$ cat config.mk
export PLATFORM = sky130hd
export DESIGN_NAME = vga_timing_generator
export DESIGN_NICKNAME = d
export VERILOG_FILES = /design/src/rtl/vga_timing_generator.sv
export SDC_FILE = /design/constraint.sdc
export NUM_CORES = 1
export LEC_CHECK = 0
export CAP_MARGIN = 20
export CORE_UTILIZATION = 40
export CTS_CLUSTER_DIAMETER = 120
export DETAILED_ROUTE_END_ITERATION = 16
export SETUP_SLACK_MARGIN = 0.05
export SLEW_MARGIN = 0
export SYNTH_ARGS = -nofsm -noshare
export SYNTH_HDL_FRONTEND = slang
export SYNTH_SLANG_ARGS = --single-unit
$ cat constraint.sdc
create_clock -name clk_i -period 4.76 [get_ports clk_i]
set_input_delay 1.19 -clock clk_i [delete_from_list [all_inputs] [get_ports clk_i]]
set_output_delay 1.19 -clock clk_i [all_outputs]
set_load 0.1 [all_outputs]
$ cat src/rtl/vga_timing_generator.sv
// vga_timing_generator: parametrised VGA raster timing source.
// Divides clk_i into a pixel strobe, walks the full h/v raster and emits
// registered sync, blanking, scaled logical coordinates, a multiplier-free
// framebuffer address and frame/line event pulses.
// Optional macro VGA_TIMING_TEST_PATTERN_EN adds an RGB444 colour-bar output.
module vga_timing_generator #(
  parameter int H_ACTIVE    = 640,
  parameter int H_FRONT     = 16,
  parameter int H_SYNC      = 96,
  parameter int H_BACK      = 48,
  parameter int V_ACTIVE    = 480,
  parameter int V_FRONT     = 10,
  parameter int V_SYNC      = 2,
  parameter int V_BACK      = 33,
  parameter int CLK_DIV     = 4,
  parameter bit HSYNC_POL   = 1'b0,
  parameter bit VSYNC_POL   = 1'b0,
  parameter int SCALE_SHIFT = 0,
  parameter int FRAME_CNT_W = 8,
  localparam int LW = H_ACTIVE >> SCALE_SHIFT,
  localparam int LH = V_ACTIVE >> SCALE_SHIFT,
  localparam int XW = ($clog2(LW) > 1) ? $clog2(LW) : 1,
  localparam int YW = ($clog2(LH) > 1) ? $clog2(LH) : 1,
  localparam int AW = ($clog2(LW * LH) > 1) ? $clog2(LW * LH) : 1
) (
  input  logic                   clk_i,
  input  logic                   reset_i,
  output logic                   pix_stb_o,
  output logic                   hsync_o,
  output logic                   vsync_o,
  output logic                   video_en_o,
  output logic                   vblank_o,
  output logic [XW-1:0]          x_o,
  output logic [YW-1:0]          y_o,
  output logic [AW-1:0]          addr_o,
  output logic                   line_start_o,
  output logic                   frame_start_o,
  output logic [FRAME_CNT_W-1:0] frame_count_o
`ifdef VGA_TIMING_TEST_PATTERN_EN
  ,
  output logic [11:0]            pattern_o
`endif
);

  localparam int H_TOTAL = H_ACTIVE + H_FRONT + H_SYNC + H_BACK;
  localparam int V_TOTAL = V_ACTIVE + V_FRONT + V_SYNC + V_BACK;
  localparam int HW      = ($clog2(H_TOTAL) > 1) ? $clog2(H_TOTAL) : 1;
  localparam int VW      = ($clog2(V_TOTAL) > 1) ? $clog2(V_TOTAL) : 1;
  localparam int DW      = ($clog2(CLK_DIV) > 1) ? $clog2(CLK_DIV) : 1;
  localparam int SMASK   = (1 << SCALE_SHIFT) - 1;

  logic [DW-1:0] div, div_next;
  logic          stb_next;
  logic [HW-1:0] h, h_next;
  logic [VW-1:0] v, v_next;
  logic          h_wrap, v_wrap;
  logic [AW-1:0] row_base, row_base_next;
  logic [31:0]   hn, vn;
  logic [XW-1:0] x_next;
  logic [YW-1:0] y_next;
  logic          video_en_next, vblank_next, hsync_act, vsync_act;

  // Divider next count; the strobe is registered so it is high exactly while
  // the divider sits at CLK_DIV-1 (continuously high when CLK_DIV is 1).
  always_comb begin
    div_next = (div == DW'(CLK_DIV - 1)) ? '0 : div + DW'(1);
    stb_next = (div_next == DW'(CLK_DIV - 1));
  end

  // Clock divider and pixel strobe register.
  always_ff @(posedge clk_i or posedge reset_i) begin
    if (reset_i) begin
      div       <= '0;
      pix_stb_o <= 1'b0;
    end else begin
      div       <= div_next;
      pix_stb_o <= stb_next;
    end
  end

  // Next raster position and everything decoded from it, so outputs land on
  // the same edge as the counters.
  always_comb begin
    h_wrap        = (h == HW'(H_TOTAL - 1));
    v_wrap        = (v == VW'(V_TOTAL - 1));
    h_next        = h_wrap ? '0 : h + HW'(1);
    v_next        = v;
    row_base_next = row_base;
    if (h_wrap) begin
      v_next = v_wrap ? '0 : v + VW'(1);
      if (v_wrap)
        row_base_next = '0;
      else if (((v & VW'(SMASK)) == VW'(SMASK)) && (v < VW'(V_ACTIVE - 1)))
        row_base_next = row_base + AW'(LW);
    end
    hn            = 32'(h_next);
    vn            = 32'(v_next);
    hsync_act     = (hn >= H_ACTIVE + H_FRONT) && (hn < H_ACTIVE + H_FRONT + H_SYNC);
    vsync_act     = (vn >= V_ACTIVE + V_FRONT) && (vn < V_ACTIVE + V_FRONT + V_SYNC);
    video_en_next = (hn < H_ACTIVE) && (vn < V_ACTIVE);
    vblank_next   = (vn >= V_ACTIVE);
    x_next        = (hn < H_ACTIVE) ? XW'(hn >> SCALE_SHIFT) : '0;
    y_next        = (vn < V_ACTIVE) ? YW'(vn >> SCALE_SHIFT) : '0;
  end

  // Raster counters and registered outputs; event pulses self-clear next cycle.
  always_ff @(posedge clk_i or posedge reset_i) begin
    if (reset_i) begin
      h             <= HW'(H_TOTAL - 1);
      v             <= VW'(V_TOTAL - 1);
      row_base      <= '0;
      hsync_o       <= ~HSYNC_POL;
      vsync_o       <= ~VSYNC_POL;
      video_en_o    <= 1'b0;
      vblank_o      <= 1'b1;
      x_o           <= '0;
      y_o           <= '0;
      addr_o        <= '0;
      line_start_o  <= 1'b0;
      frame_start_o <= 1'b0;
      frame_count_o <= '0;
    end else begin
      line_start_o  <= 1'b0;
      frame_start_o <= 1'b0;
      if (pix_stb_o) begin
        h             <= h_next;
        v             <= v_next;
        row_base      <= row_base_next;
        hsync_o       <= hsync_act ? HSYNC_POL : ~HSYNC_POL;
        vsync_o       <= vsync_act ? VSYNC_POL : ~VSYNC_POL;
        video_en_o    <= video_en_next;
        vblank_o      <= vblank_next;
        x_o           <= x_next;
        y_o           <= y_next;
        addr_o        <= vblank_next ? '0 : row_base_next + AW'(x_next);
        line_start_o  <= (h_next == '0) && !vblank_next;
        frame_start_o <= (h_next == '0) && (v_next == '0);
        if ((h_next == '0) && (v_next == '0))
          frame_count_o <= frame_count_o + FRAME_CNT_W'(1);
      end
    end
  end

`ifdef VGA_TIMING_TEST_PATTERN_EN
  localparam int BAR_W = (H_ACTIVE / 8 > 0) ? H_ACTIVE / 8 : 1;
  localparam int BW    = ($clog2(BAR_W) > 1) ? $clog2(BAR_W) : 1;

  logic [BW-1:0] bar_px, bar_px_next;
  logic [2:0]    bar_idx, bar_idx_next;

  // Bar index tracked incrementally along the line instead of dividing h.
  always_comb begin
    bar_px_next  = bar_px + BW'(1);
    bar_idx_next = bar_idx;
    if (h_next == '0) begin
      bar_px_next  = '0;
      bar_idx_next = '0;
    end else if (bar_px == BW'(BAR_W - 1)) begin
      bar_px_next  = '0;
      bar_idx_next = bar_idx + 3'd1;
    end
  end

  // Colour-bar register, blanked outside the active region.
  always_ff @(posedge clk_i or posedge reset_i) begin
    if (reset_i) begin
      bar_px    <= '0;
      bar_idx   <= '0;
      pattern_o <= '0;
    end else if (pix_stb_o) begin
      bar_px    <= bar_px_next;
      bar_idx   <= bar_idx_next;
      pattern_o <= video_en_next ? {{4{bar_idx_next[2]}}, {4{bar_idx_next[1]}}, {4{bar_idx_next[0]}}} : 12'h000;
    end
  end
`endif

endmodule

==> impl_metrics.tcl <==
set metrics [dict create \
    track_usage_pct 20.4 \
    yosys_warnings 0 \
    dp_slack_ns 0.258 \
    stdcell_count 817 \
    combPwrFrac_pct 1.1 \
    power.leakage_nw 2.67 \
    syn_area_um2 5620 \
    dp_cells 799 \
    cts_hold_buffers 0 \
    vias 4564 \
    swShare_pct 21.5 \
    fin_crit_sh_pct 91.5 \
    power_switching_w 0.000346 \
    required_ns 4.99 \
    max_slew_margin_pct 34.0 \
    path_class "register to register" \
    fill_cells 1288 \
    power_w 0.00161 \
    first_iter_violations 292 \
    rows 42 \
    arrival_ns 4.59 \
    clk_pin_slew_worst_paths_ns 0.07 \
    syn_to_final_growth_pct 19.4 \
    drive_above_1_share_pct 14.0 \
    wire_per_inst_um 17.1 \
    place_congestion 0.892 \
    max_cap_viol_count 0 \
    drc 0 \
    skew_ns 0.00924 \
    hold_viol 0 \
    placed_area_um2 6350 \
    die_x_um 121 \
    worst_pin_slew_ns 0.987 \
    tritoncts "yes" \
    setup_viol 0 \
    ant_nets 0 \
    fmax_mhz 230 \
    internal_power_w 0.00126 \
    synth_edf_count 0 \
    dieHeight_um 121 \
    wirelength_um 14000 \
    crit_path_max_fanout 10 \
    ir_drop_mv 0.180 \
    core_um2 13500 \
    grt_pass1_vias 4517 \
    synth_seq_cells 94 \
    synth_fp_nets 611 \
    async_flop_share_pct 100 \
    ys_seq_area_share_pct 42.2 \
    ys_types 67 \
    p_clk_share_pct 49.2 \
    cts_max_level 3 \
    setup_tns_ns 0 \
    fin_crit_ns 4.36 \
    portBuffers 54 \
    grt_pass1_wl_um 23100 \
    diodes 0 \
    end_kind "register" \
    clkSinkCount 94 \
    status "completed" \
    rsz0062_at_grt "false" \
    dieArea_um2 14500 \
    power.density_nw_per_um2 240 \
    fin_area_um2 6710 \
    fin_ws_ns 0.404 \
    nets 656 \
    pwr-share-seq_pct 49.7 \
    synthCells 591 \
    clockBufferDepth 2 \
    cts_root_buffer "clkbuf_16" \
    viasPerCell 5.59 \
    synth_area_per_cell_um2 9.51 \
    io_pins 55 \
    start_util_pct 41.8 \
    cts_made_buffers 9 \
    cp-start-kind "register" \
    antenna_found_initial 0 \
    clk_latency_ns 0.36 \
    synth-main-ff-cell "dfrtp_1" \
    hold_path.class "register to register" \
    firstDrtPassIters 5 \
    slew_viol_final 0 \
    grt-ovfl-total 0 \
    hpwl_um 9670 \
    grt_max_degree 63 \
]
==> power groups by stage <==
stage	registers, W	clock network (W)	logic (W)
global placement	0.000814	0	0.0000192
CTS	0.000799	0.000807	0.0000196
detailed placement	0.000814	0	0.0000195
global route	0.000798	0.000839	0.0000216
finish	0.000799	0.000792	0.0000178
floorplan	0.000814	0	0.0000115
==> what timing repair did <==
action | in CTS | in global routing
resized for setup | 0 | 5
setup endpoints to repair | 0 | 11
endpoints found under the hold margin | 0 | 0
setup buffers | 0 | 2
==> critical path, stage by stage (launching register included) <==
cell and delay (ns):
dfstp_2 0.60, ha_2 0.26, and4_1 0.30, nand2_1 0.11, a211oi_2 0.36, nor3_4 0.14, nor3_2 0.19, ha_1 0.21
inv_1 0.06, fa_1 0.39, nor2b_1 0.16, o21ai_0 0.13, a211oi_1 0.27, o311a_1 0.27, a211oi_4 0.09, a2111oi_2 0.40
xnor2_1 0.19, o2bb2ai_1 0.09
==> final cells by class <==
type	count	area, µm²	area share, %
clock buffer	9	225	3.36
clock inverter	7	96.3	1.44
inverter	22	85.1	1.27
multi-input combinational	437	3040	45.3
sequential	94	2370	35.3
tap	176	220	3.28
timing repair buffer	72	676	10.1
==> metrics by stage <==
step / hold WS (ns) / utilization, %
global route: 0.490 / 49.9
CTS: 0.462 / 49.6
floorplan: 0.428 / -
finish: 0.455 / 49.9
detailed placement: 0.453 / 47.2
global placement: 0.438 / 47.2
==> cells in the final DEF, fill, tap and decap left out, drive strengths merged, types with 4 or more instances in the layout <==
cell | netlist | routed
dfrtp | 81 | 81
a211oi | 10 | 10
nor2b | 4 | 4
mux2 | 22 | 22
nor3 | 14 | 14
and2 | 16 | 16
dfstp | 13 | 13
a21oi | 21 | 21
ha | 17 | 17
clkbuf | 30 | 9
nor4 | 11 | 11
o21ai | 22 | 22
nand2 | 59 | 59
o2bb2ai | 13 | 13
nor2 | 48 | 48
nand2b | 4 | 4
inv | 22 | 23
nand3 | 18 | 18
and3 | 12 | 12
nand4 | 19 | 19
xor2 | 9 | 9
buf | 8 | 18
clkdlybuf4s50 | 0 | 54
o31ai | 15 | 15
xnor2 | 44 | 44
a21o | 7 | 7
and4 | 4 | 4
==> routing by layer <==
| layer | vias up | global-route usage, % | routed length [µm] |
|---|---|---|---|
| li1 | 2217 | - | - |
| met1 | 2208 | 27.0 | 6270 |
| met2 | 122 | 33.8 | 6790 |
| met3 | 17 | 4.01 | 643 |
| met4 | 0 | 6.25 | 250 |
| met5 | - | 0 | 0 |
==> cell families (layout without fill, tap and decap cells) <==
kind of cell / after synthesis / in the layout / share of synthesized area (%)
DFF: 94 / 94 / 42.2
AOI/OAI and AO/OA: 120 / 120 / 15.9
adders and majority gates: 18 / 18 / 4.14
xor gates and xnor gates: 53 / 53 / 8.26
buffers and inverters: 60 / 110 / 4.25
and+or+nand+nor: 221 / 221 / 20.4
muxes: 25 / 25 / 4.94
==> sequential cells by signal (all words and copies together) (netlist names) <==
register       count
pix_stb_o          1
h                 10
vblank_o           1
v                 10
x_o               10
frame_start_o      1
line_start_o       1
video_en_o         1
vsync_o            1
hsync_o            1
div                2
frame_count_o      8
y_o                9
row_base          19
addr_o            19
==> synth_stat cells (all sizes together) (4+ instances only) <==
library cell | count | area, µm²
dfrtp | 81 | 2030
nand2 | 59 | 221
nor2 | 48 | 180
xnor2 | 44 | 385
clkbuf | 30 | 113
inv | 22 | 82.6
mux2 | 22 | 248
o21ai | 22 | 121
a21oi | 21 | 105
nand4 | 19 | 119
nand3 | 18 | 95.1
ha | 17 | 213
and2 | 16 | 100
o31ai | 15 | 113
nor3 | 14 | 75.1
dfstp | 13 | 342
o2bb2ai | 13 | 114
and3 | 12 | 75.1
nor4 | 11 | 68.8
a211oi | 10 | 87.6
xor2 | 9 | 78.8
buf | 8 | 43.8
a21o | 7 | 52.6
and4 | 4 | 35.0
nand2b | 4 | 25.0
nor2b | 4 | 25.0
==> path summary, 6_finish.rpt <==
kind                                        from                      to  slack [ns]  cells past startpoint
worst max-delay path            h[0]$_DFFE_PP1P_  addr_o[18]$_DFFE_PP0P_        0.40                     17
max in group asynchronous                reset_i   addr_o[6]$_DFFE_PP0P_        2.66                      3
min in group asynchronous                reset_i      x_o[0]$_DFFE_PP0P_        1.30                      2
worst min-delay path            div[0]$_DFF_PP0_        div[0]$_DFF_PP0_        0.45                      1
worst max register to register  h[0]$_DFFE_PP1P_  addr_o[18]$_DFFE_PP0P_        0.40                     17
worst min register to register  div[0]$_DFF_PP0_        div[0]$_DFF_PP0_        0.45                      1
Power figures use the tool's default switching activity.
